File: src/rtl/rom_arb_pkg.sv
// rom_arb_pkg: shared FSM state type, default widths and counter sizing for the ROM arbiter
package rom_arb_pkg;
  typedef enum logic [1:0] {IDLE, READ, RESP} state_t;
  localparam int ADDR_W_DEF = 2;
  localparam int DATA_W_DEF = 14;
  function automatic int cnt_w(input int n);
    return $clog2(n + 1);
  endfunction
endpackage

File: src/rtl/rr_pick.sv
// rr_pick: combinational round-robin picker, first asserted request at or above ptr, wrapping
module rr_pick #(
  parameter int N = 4,
  parameter int PW = $clog2(N)
) (
  input  logic [N-1:0]  req,
  input  logic [PW-1:0] ptr,
  output logic [PW-1:0] grant,
  output logic          any_req
);
  function automatic logic [PW-1:0] nxt(input logic [PW-1:0] p, input int i);
    int j;
    j = 32'(p) + i;
    return PW'(j >= N ? j - N : j);
  endfunction
  assign any_req = |req;
  // scan farthest offset first so the closest request to ptr wins last
  always_comb begin
    grant = ptr;
    for (int i = N - 1; i >= 0; i--)
      if (req[nxt(ptr, i)]) grant = nxt(ptr, i);
  end
endmodule

File: src/rtl/rom_rr_arbiter.sv
// rom_rr_arbiter: round-robin sharing of one combinational ROM; response timeout under ROM_ARB_TIMEOUT_EN
module rom_rr_arbiter
  import rom_arb_pkg::*;
#(
  parameter int NUM_REQ = 4,
  parameter int ADDR_W = ADDR_W_DEF,
  parameter int DATA_W = DATA_W_DEF,
  parameter int TIMEOUT_CYC = 15
) (
  input  logic                      clk,
  input  logic                      rst,
  input  logic [NUM_REQ-1:0]        req_valid,
  input  logic [NUM_REQ*ADDR_W-1:0] req_addr,
  output logic [NUM_REQ-1:0]        req_ready,
  output logic [ADDR_W-1:0]         rom_addr,
  input  logic [DATA_W-1:0]         rom_dout,
  output logic [NUM_REQ-1:0]        rsp_valid,
  input  logic [NUM_REQ-1:0]        rsp_ready,
  output logic [DATA_W-1:0]         rsp_data,
  output logic                      busy,
  output logic                      err_timeout
);
  localparam int PW = $clog2(NUM_REQ);
  if (NUM_REQ < 2 || NUM_REQ > 8 || TIMEOUT_CYC < 1) begin : g_cfg_err
    $error("rom_rr_arbiter: NUM_REQ must be 2..8 and TIMEOUT_CYC positive");
  end
  state_t state, state_nx;
  logic [PW-1:0] rr_ptr, grant_idx, pick;
  logic any_req, hs, tmo;
  rr_pick #(.N(NUM_REQ), .PW(PW)) u_pick (
    .req(req_valid),
    .ptr(rr_ptr),
    .grant(pick),
    .any_req(any_req)
  );
  assign hs = state == RESP && rsp_ready[grant_idx];
`ifdef ROM_ARB_TIMEOUT_EN
  localparam int CW = cnt_w(TIMEOUT_CYC);
  logic [CW-1:0] tcnt;
  // held at zero outside RESP, so it starts clean on every RESP entry
  always_ff @(posedge clk) begin
    if (rst || state != RESP) tcnt <= '0;
    else if (!hs && !tmo) tcnt <= tcnt + 1'b1;
  end
  assign tmo = state == RESP && !hs && tcnt == CW'(TIMEOUT_CYC);
`else
  assign tmo = 1'b0;
`endif
  assign err_timeout = tmo;
  assign busy = state != IDLE;
  assign req_ready = (state == IDLE && any_req) ? NUM_REQ'(1) << pick : '0;
  assign rsp_valid = (state == RESP && !tmo) ? NUM_REQ'(1) << grant_idx : '0;
  always_comb begin
    state_nx = state;
    state_nx = state == IDLE ? (any_req ? READ : IDLE) :
               state == READ ? RESP :
               (hs || tmo) ? IDLE : RESP;
  end
  always_ff @(posedge clk) begin
    if (rst) begin
      state <= IDLE;
      rr_ptr <= '0;
      grant_idx <= '0;
      rom_addr <= '0;
      rsp_data <= '0;
    end else begin
      state <= state_nx;
      if (state == IDLE && any_req) begin
        grant_idx <= pick;
        rom_addr <= req_addr[pick*ADDR_W +: ADDR_W];
      end
      if (state == READ) rsp_data <= rom_dout;
      if (hs || tmo) rr_ptr <= grant_idx == PW'(NUM_REQ - 1) ? '0 : grant_idx + 1'b1;
    end
  end
endmodule

File: config.mk
export PLATFORM = sky130hd
export DESIGN_NAME = rom_rr_arbiter
export DESIGN_NICKNAME = d
export VERILOG_FILES = /design/src/rtl/rom_arb_pkg.sv /design/src/rtl/rr_pick.sv /design/src/rtl/rom_rr_arbiter.sv
export SDC_FILE = /design/constraint.sdc
export NUM_CORES = 1
export LEC_CHECK = 0
export CAP_MARGIN = 25
export CORE_MARGIN = 4
export CORE_UTILIZATION = 39
export DETAILED_ROUTE_END_ITERATION = 8
export PLACE_DENSITY = 0.79
export REMOVE_ABC_BUFFERS = 1
export SLEW_MARGIN = 20
export SYNTH_ARGS = -nofsm -noshare
export SYNTH_HDL_FRONTEND = slang
export SYNTH_SLANG_ARGS = --single-unit
File: constraint.sdc
create_clock -name clk -period 2.02 [get_ports clk]
set_clock_uncertainty 0.05 [all_clocks]
set_input_delay 0.404 -clock clk [delete_from_list [all_inputs] [get_ports clk]]
set_output_delay 0.404 -clock clk [all_outputs]
set_load 0.02 [all_outputs]
==> reports/qor.csv, run 1 <==
metric,value,unit
slowest cell delay on critical path,380,ps
Yosys warning count,0,
Total Wirelength,3.446,mm
fin crit share,101.1,%
starting density of the core,40.97,%
"Slew Viols, Final",0,
reg2reg end,rom_addr[1],
hold_buf cts,0,
number of global-route vias before repair,1172,
Clock Tree Root,clkbuf_4,
worst r2r src,rr_ptr[0],
clock latency at the later pin of the worst-skew pair,300,ps
final worst slack,-21.34,ps
pwr/cell area,671.9,nW/um^2
TritonCTS Buffers,3,
die width,61.83,um
first-pass GRT wire length,5.257,mm
hold depth,2,
post-synthesis cell type count,35,
post-synthesis sequential element count,22,
initial antenna violation count,0,
Layout Area Growth over Synthesis,77.19,%
vias,1243,
VDD IR-drop max,0.4718,mV
min-delay worst type,reg2reg,
measured slew at the worst slew-check pin,546.6,ps
flop2flop setup slack,130,ps
routed vias/inst,4.952,
leak pwr,0.8263,nW
most common cell in the netlist,nand2_1,
n_diodes,0,
failing checks,setup timing,
f_max,0.4899,GHz
CP Buf/Inv Count,2,
Layout Nets,257,
initial DRC count,82,
number of port buffers,56,
Hold Path Sink,rsp_data[9],
clk slew on worst S/H paths,130,ps
Final GP Congestion,0.8695,
DRT Pass-1 Iters,5,
Crit Path Max Fanout,5,
Crit Path Class,reg2out,
asr flop ratio synth,0,%
Gate Count Post-Synth,140,
RSZ-0062 raised after global routing,yes,
Max Cap Viol,0,
DPL Wire Length,2.564,mm
final hold viol count,0,
WP data required,1570,ps
GRT overflow,0,
GRT Util Overall,18.11,%
CP top delay family,flip-flops,
Worst Hold Launch,rsp_data[9],
post-synthesis sequential area ratio,38.98,%
DP Area,1844,sq um
antenna-violating nets left,0,
Slew headroom,63.18,%
Clock Tree Buf Depth,2,
Mapped Area,1130,sq um
Die H,61.83,um
Die Footprint,3822,sq um
post-layout instance area,2002,sq um
routed len/inst,13.73,um
CTS tree,done,
critical path launch point type,register,
critical-path cell list,"nor2b_4, o21a_1, nor3_4, buf_6, nor2_1, buf_4",
Yosys top cell area share,38.98,%
share of layout cells above drive strength 1,26.82,%
core occupancy in the finished layout,72.60,%
clock period minus worst slack,2041,ps
cell accounting for the most synthesized area,dfxtp_1,
# IOs,58,
Post-synth EDFFs,0,
Pwr Total,1.345,mW
CTS Sinks,22,
Place WS,-814.5,ps
DR DRC count,0,
largest net degree at the start of global routing,15,
Rows,19,
"Top FF cell, synth",dfxtp_1,
final setup vio count,1,
H-tree Lvls,1,
Worst setup EP type,output port,
slowest CP cell,dfxtp_2,
Commonest cells post-synth,"nand2_1, dfxtp_1, a21oi_1",
Core Region,2758,sq um
synthesized area per cell,8.070,sq um
Area contributors post-synth,"dfxtp_1, nand2_1, a21oi_1",
status,"finished, violations left",
Critical Path AT,1590,ps
Worst R2R Path Depth,7,
worst max path at each step:
| stage | slack (ps) | cells after the start | endpoint | startpoint |
|---|---|---|---|---|
| 6_report | -20 | 6 | req_ready[0] | rr_ptr[0] |
| 5_1_grt | -90 | 6 | req_ready[0] | rr_ptr[0] |
| 4_1_cts | 9 | 8 | req_ready[1] | req_valid[2] |
| 3_5_place_dp | -810 | 7 | req_ready[0] | req_valid[3] |
| 3_3_place_gp | -760 | 7 | req_ready[0] | req_valid[3] |
| 2_1_floorplan | -80 | 5 | req_ready[3] | req_valid[2] |
metal layers:
metal	share of wire, %	wire length, um	GRT usage, %	vias to the layer above
li1	-	-	-	634
met1	42	1433	21.78	560
met2	51	1743	32.14	47
met3	7.7	265	3.926	2
met4	0.12	4	5.455	0
met5	0	0	0	-
where the power goes:
part           total [mW]  internal, mW  leakage (nW)  switching [mW]
clock               0.334         0.200        0.0279           0.133
combinational       0.502         0.263         0.616           0.239
sequential          0.509         0.476         0.182          0.0331
per-stage QoR:
| step | setup TNS (ps) | hold WS (ps) | std cells |
|---|---|---|---|
| 6_report | -21.34 | 413.5 | 251 |
| 5_1_grt | -237.3 | 432.7 | 251 |
| 4_1_cts | 0 | 416.6 | 245 |
| 3_5_place_dp | -4112 | 398.7 | 240 |
| 3_3_place_gp | -3699 | 392.6 | 240 |
| 2_1_floorplan | -78.25 | 422.9 | 134 |
layout make-up:
class                           count  area [sq um]
Clock buffer                        3         22.52
Clock inverter                      1         30.03
Fill cell                         217         755.7
Inverter                            5         18.77
Multi-Input combinational cell    107         714.4
Sequential cell                    22         447.9
Tap cell                           31         38.79
Timing Repair Buffer               82         729.5
placed cells by master (no fill, tap or decap), types with 2 or more instances in the layout:
cell / instances
dfxtp_2: 3
nand2_1: 30
a21oi_2: 2
o21ai_0: 2
ha_1: 4
mux2i_1: 3
clkbuf_4: 3
a211oi_1: 2
and2_1: 4
dlygate4sd2_1: 5
nor3_2: 3
nor2b_1: 2
clkdlybuf4s50_1: 43
dfxtp_1: 18
nor2b_4: 2
inv_1: 4
buf_2: 3
a21oi_1: 15
nand2b_1: 5
nor2_1: 11
nor3_1: 3
buf_4: 29
flip-flops by register name, indices dropped and copies added (netlist names):
name / count
grant_idx: 2
state: 2
rsp_data: 14
rom_addr: 2
rr_ptr: 2
what timing repair did:
item	in CTS	in global routing
gates resized for setup	48	16
buffers inserted	1	6
gates cloned	0	0
pin swaps	5	3
setup endpoints to repair	11	4
logic make-up (layout without fill, tap and decap cells):
family	after synthesis	after routing	share of synthesized area [%]
AO/OA/AOI/OAI	30	30	17.61
adder cells (fa/ha/maj)	4	4	4.430
buffers and inverters	11	91	4.097
flip-flops	22	22	38.98
multiplexers	5	5	5.648
other	1	1	0.3319
AND/OR/NAND/NOR	67	67	28.90
worst reg2reg max path: stages, from the launching register on:
cell and delay [ps]:
dfxtp_2 380, nor2b_4 50, o21a_1 220, nor3_4 280, buf_6 150, buf_4 100
mux2_1 300, o311a_1 280
Power figures use the tool's default switching activity.
==> run 2, diff against run 1 <==
--- a/config.mk
+++ b/config.mk
@@ -9,7 +9,7 @@
 export CORE_MARGIN = 4
 export CORE_UTILIZATION = 39
 export DETAILED_ROUTE_END_ITERATION = 8
-export PLACE_DENSITY = 0.79
+export PLACE_DENSITY = 0.83
 export REMOVE_ABC_BUFFERS = 1
 export SLEW_MARGIN = 20
 export SYNTH_ARGS = -nofsm -noshare
==> constraint.sdc (replaced) <==
create_clock -name clk -period 2.05 [get_ports clk]
set_clock_uncertainty 0.05 [all_clocks]
set_input_delay 0.41 -clock clk [delete_from_list [all_inputs] [get_ports clk]]
set_output_delay 0.41 -clock clk [all_outputs]
set_load 0.02 [all_outputs]
==> reports/qor.csv, run 2 (synthesis gave the netlist of run 1 again) <==
metric,value,unit,change
leak pwr,0.8095,nW,-2.0%
Die H,61.83,um,unchanged
Clock Power Share,19.4,%,-5.4 points
Worst Hold Launch,rsp_data[12],,
largest net degree at the start of global routing,16,,+1
hold_buf cts,0,,unchanged
DRT Pass-1 Iters,4,,-1
pwr/cell area,620.6,nW/um^2,-7.6%
number of global-route vias before repair,1176,,+0.34%
TritonCTS Buffers,3,,unchanged
Crit Path Class,reg2out,,
reg2reg end,rom_addr[1],,
CTS Sinks,22,,unchanged
slowest cell delay on critical path,370,ps,about the same
clock latency at the later pin of the worst-skew pair,300,ps,about the same
initial antenna violation count,0,,unchanged
# IOs,58,,unchanged
clk slew on worst S/H paths,120,ps,about the same
antenna-violating nets left,0,,unchanged
first-pass GRT wire length,5.250,mm,-0.13%
Core Region,2758,sq um,unchanged
share of layout cells above drive strength 1,25.23,%,-1.6 points
CP Buf/Inv Count,2,,unchanged
switching share of power,32.49,%,+2.3 points
max reg flops,14,,unchanged
"most common cell after layout, fill and taps aside",clkdlybuf4s50_1,,
GRT overflow,0,,unchanged
Clock Tree Buf Depth,2,,unchanged
flop2flop setup slack,150,ps,+20 ps
Hold Path Sink,rsp_data[12],,
critical-path cell list,"nor2b_4, o21a_1, nor3_4, inv_2, nor3_2, buf_4",,
routed len/inst,14.50,um,+5.6%
WP data required,1590,ps,+20 ps
DR DRC count,0,,unchanged
status,"finished, violations left",,
Worst R2R Path Depth,7,,unchanged
H-tree Lvls,1,,unchanged
Internal Dissipation,0.8215,mW,-13%
Reg with most FFs,rsp_data,,
final hold viol count,0,,unchanged
Layout Nets,255,,-0.78%
Clock Tree Root,clkbuf_4,,
Layout Area Growth over Synthesis,73.53,%,
Total Wirelength,3.611,mm,+4.8%
Crit Path Max Fanout,3,,-2
Critical Path AT,1600,ps,about the same
final worst slack,-8.448,ps,+12.89 ps
final setup vio count,1,,unchanged
Rows,19,,unchanged
failing checks,setup timing,,
GRT Util Overall,18.16,%,+0.050 points
Worst setup EP type,output port,,
clock period minus worst slack,2058,ps,
Comb pwr share,39.6,%,+2.3 points
RSZ-0062 raised after global routing,yes,,
Max Cap Viol,0,,unchanged
core occupancy in the finished layout,71.10,%,-1.5 points
die width,61.83,um,unchanged
DPL Wire Length,2.702,mm,+5.3%
hold depth,2,,unchanged
sequential cell fraction of total power,41.1,%,+3.3 points
vias,1291,,+3.9%
measured slew at the worst slew-check pin,621.3,ps,+74.71 ps
most frequent cells in the layout,"clkdlybuf4s50_1, nand2_1, buf_4, dfxtp_1, a21oi_1",,
n_diodes,0,,unchanged
CP top delay family,simple AND/OR/NAND/NOR gates,,
fin crit share,100.4,%,
starting density of the core,40.97,%,unchanged
min-delay worst type,reg2reg,,
f_max,0.4858,GHz,
CTS tree,done,,
Pwr Total,1.217,mW,-9.5%
VDD IR-drop max,0.4474,mV,-5.2%
slowest CP cell,dfxtp_2,,
worst r2r src,rr_ptr[0],,
number of port buffers,56,,unchanged
Sw Pwr,0.3953,mW,-2.6%
Slew headroom,58.45,%,-4.7 points
Final GP Congestion,0.8618,,-0.89%
critical path launch point type,register,,
routed vias/inst,5.185,,+4.7%
"Slew Viols, Final",0,,unchanged
initial DRC count,81,,-1.2%
Die Footprint,3822,sq um,unchanged
==> run 2: routing by layer <==
layer / part of all wire (%) / up-vias / GRT usage [%]
met4: 1.7 / 0 / 4.545
li1: - / 627 / -
met2: 49 / 68 / 34.23
met5: 0 / - / 0
met1: 40 / 590 / 20.93
met3: 9.3 / 6 / 3.306
==> run 2: cell type report <==
type / instances / area [sq um]
Clock buffer: 4 / 36.28
Fill cell: 211 / 797.0
Inverter: 5 / 18.77
Multi-Input combinational cell: 107 / 711.9
Sequential cell: 22 / 446.7
Tap cell: 31 / 38.79
Timing Repair Buffer: 80 / 708.2
==> run 2: worst max-delay path by stage <==
stage,startpoint,to,slack (ps),depth (start not counted)
final,rr_ptr[0],req_ready[3],-8,6
after global routing,rr_ptr[0],req_ready[3],-100,6
after CTS,req_valid[2],req_ready[3],-60,8
after detailed placement,req_valid[3],req_ready[0],-820,7
after global placement,req_valid[0],req_ready[3],-730,7
after floorplan,req_valid[2],req_ready[3],-60,5
==> run 2: power by group through the flow <==
stage          clock (mW)  combinational (mW)  sequential (mW)
4_1_cts             0.243               0.468            0.500
3_3_place_gp            0               0.445            0.506
5_1_grt             0.258               0.518            0.507
3_5_place_dp            0               0.456            0.508
2_1_floorplan           0               0.175            0.540
6_report            0.236               0.481            0.500
==> run 2: worst register-to-register path: cells and delay by family (launching register included) <==
kind / cells / cell delay [ps]
buffers and inverters: 2 / 270
multiplexers: 1 / 310
AO/OA/AOI/OAI: 2 / 490
flip-flops: 1 / 370
AND/OR/NAND/NOR: 2 / 310
==> run 2: timing repair <==
| item | CTS | global route |
|---|---|---|
| setup buffers | 2 | 3 |
| resized for setup | 44 | 18 |
| endpoints found under the setup margin | 11 | 4 |
| pin swaps | 6 | 4 |
==> run 2: through the flow <==
step	hold slack (ps)	TNS (ps)	worst slack, ps	cells	area (sq um)
after floorplan	428.9	-60.25	-60.25	134	1102
after global placement	392.7	-3586	-730.7	240	1844
after detailed placement	399.3	-4057	-818.8	240	1844
after CTS	416.8	-64.25	-62.26	246	1927
after global routing	432.2	-192.9	-95.82	249	1961
final	412.8	-8.448	-8.448	249	1961
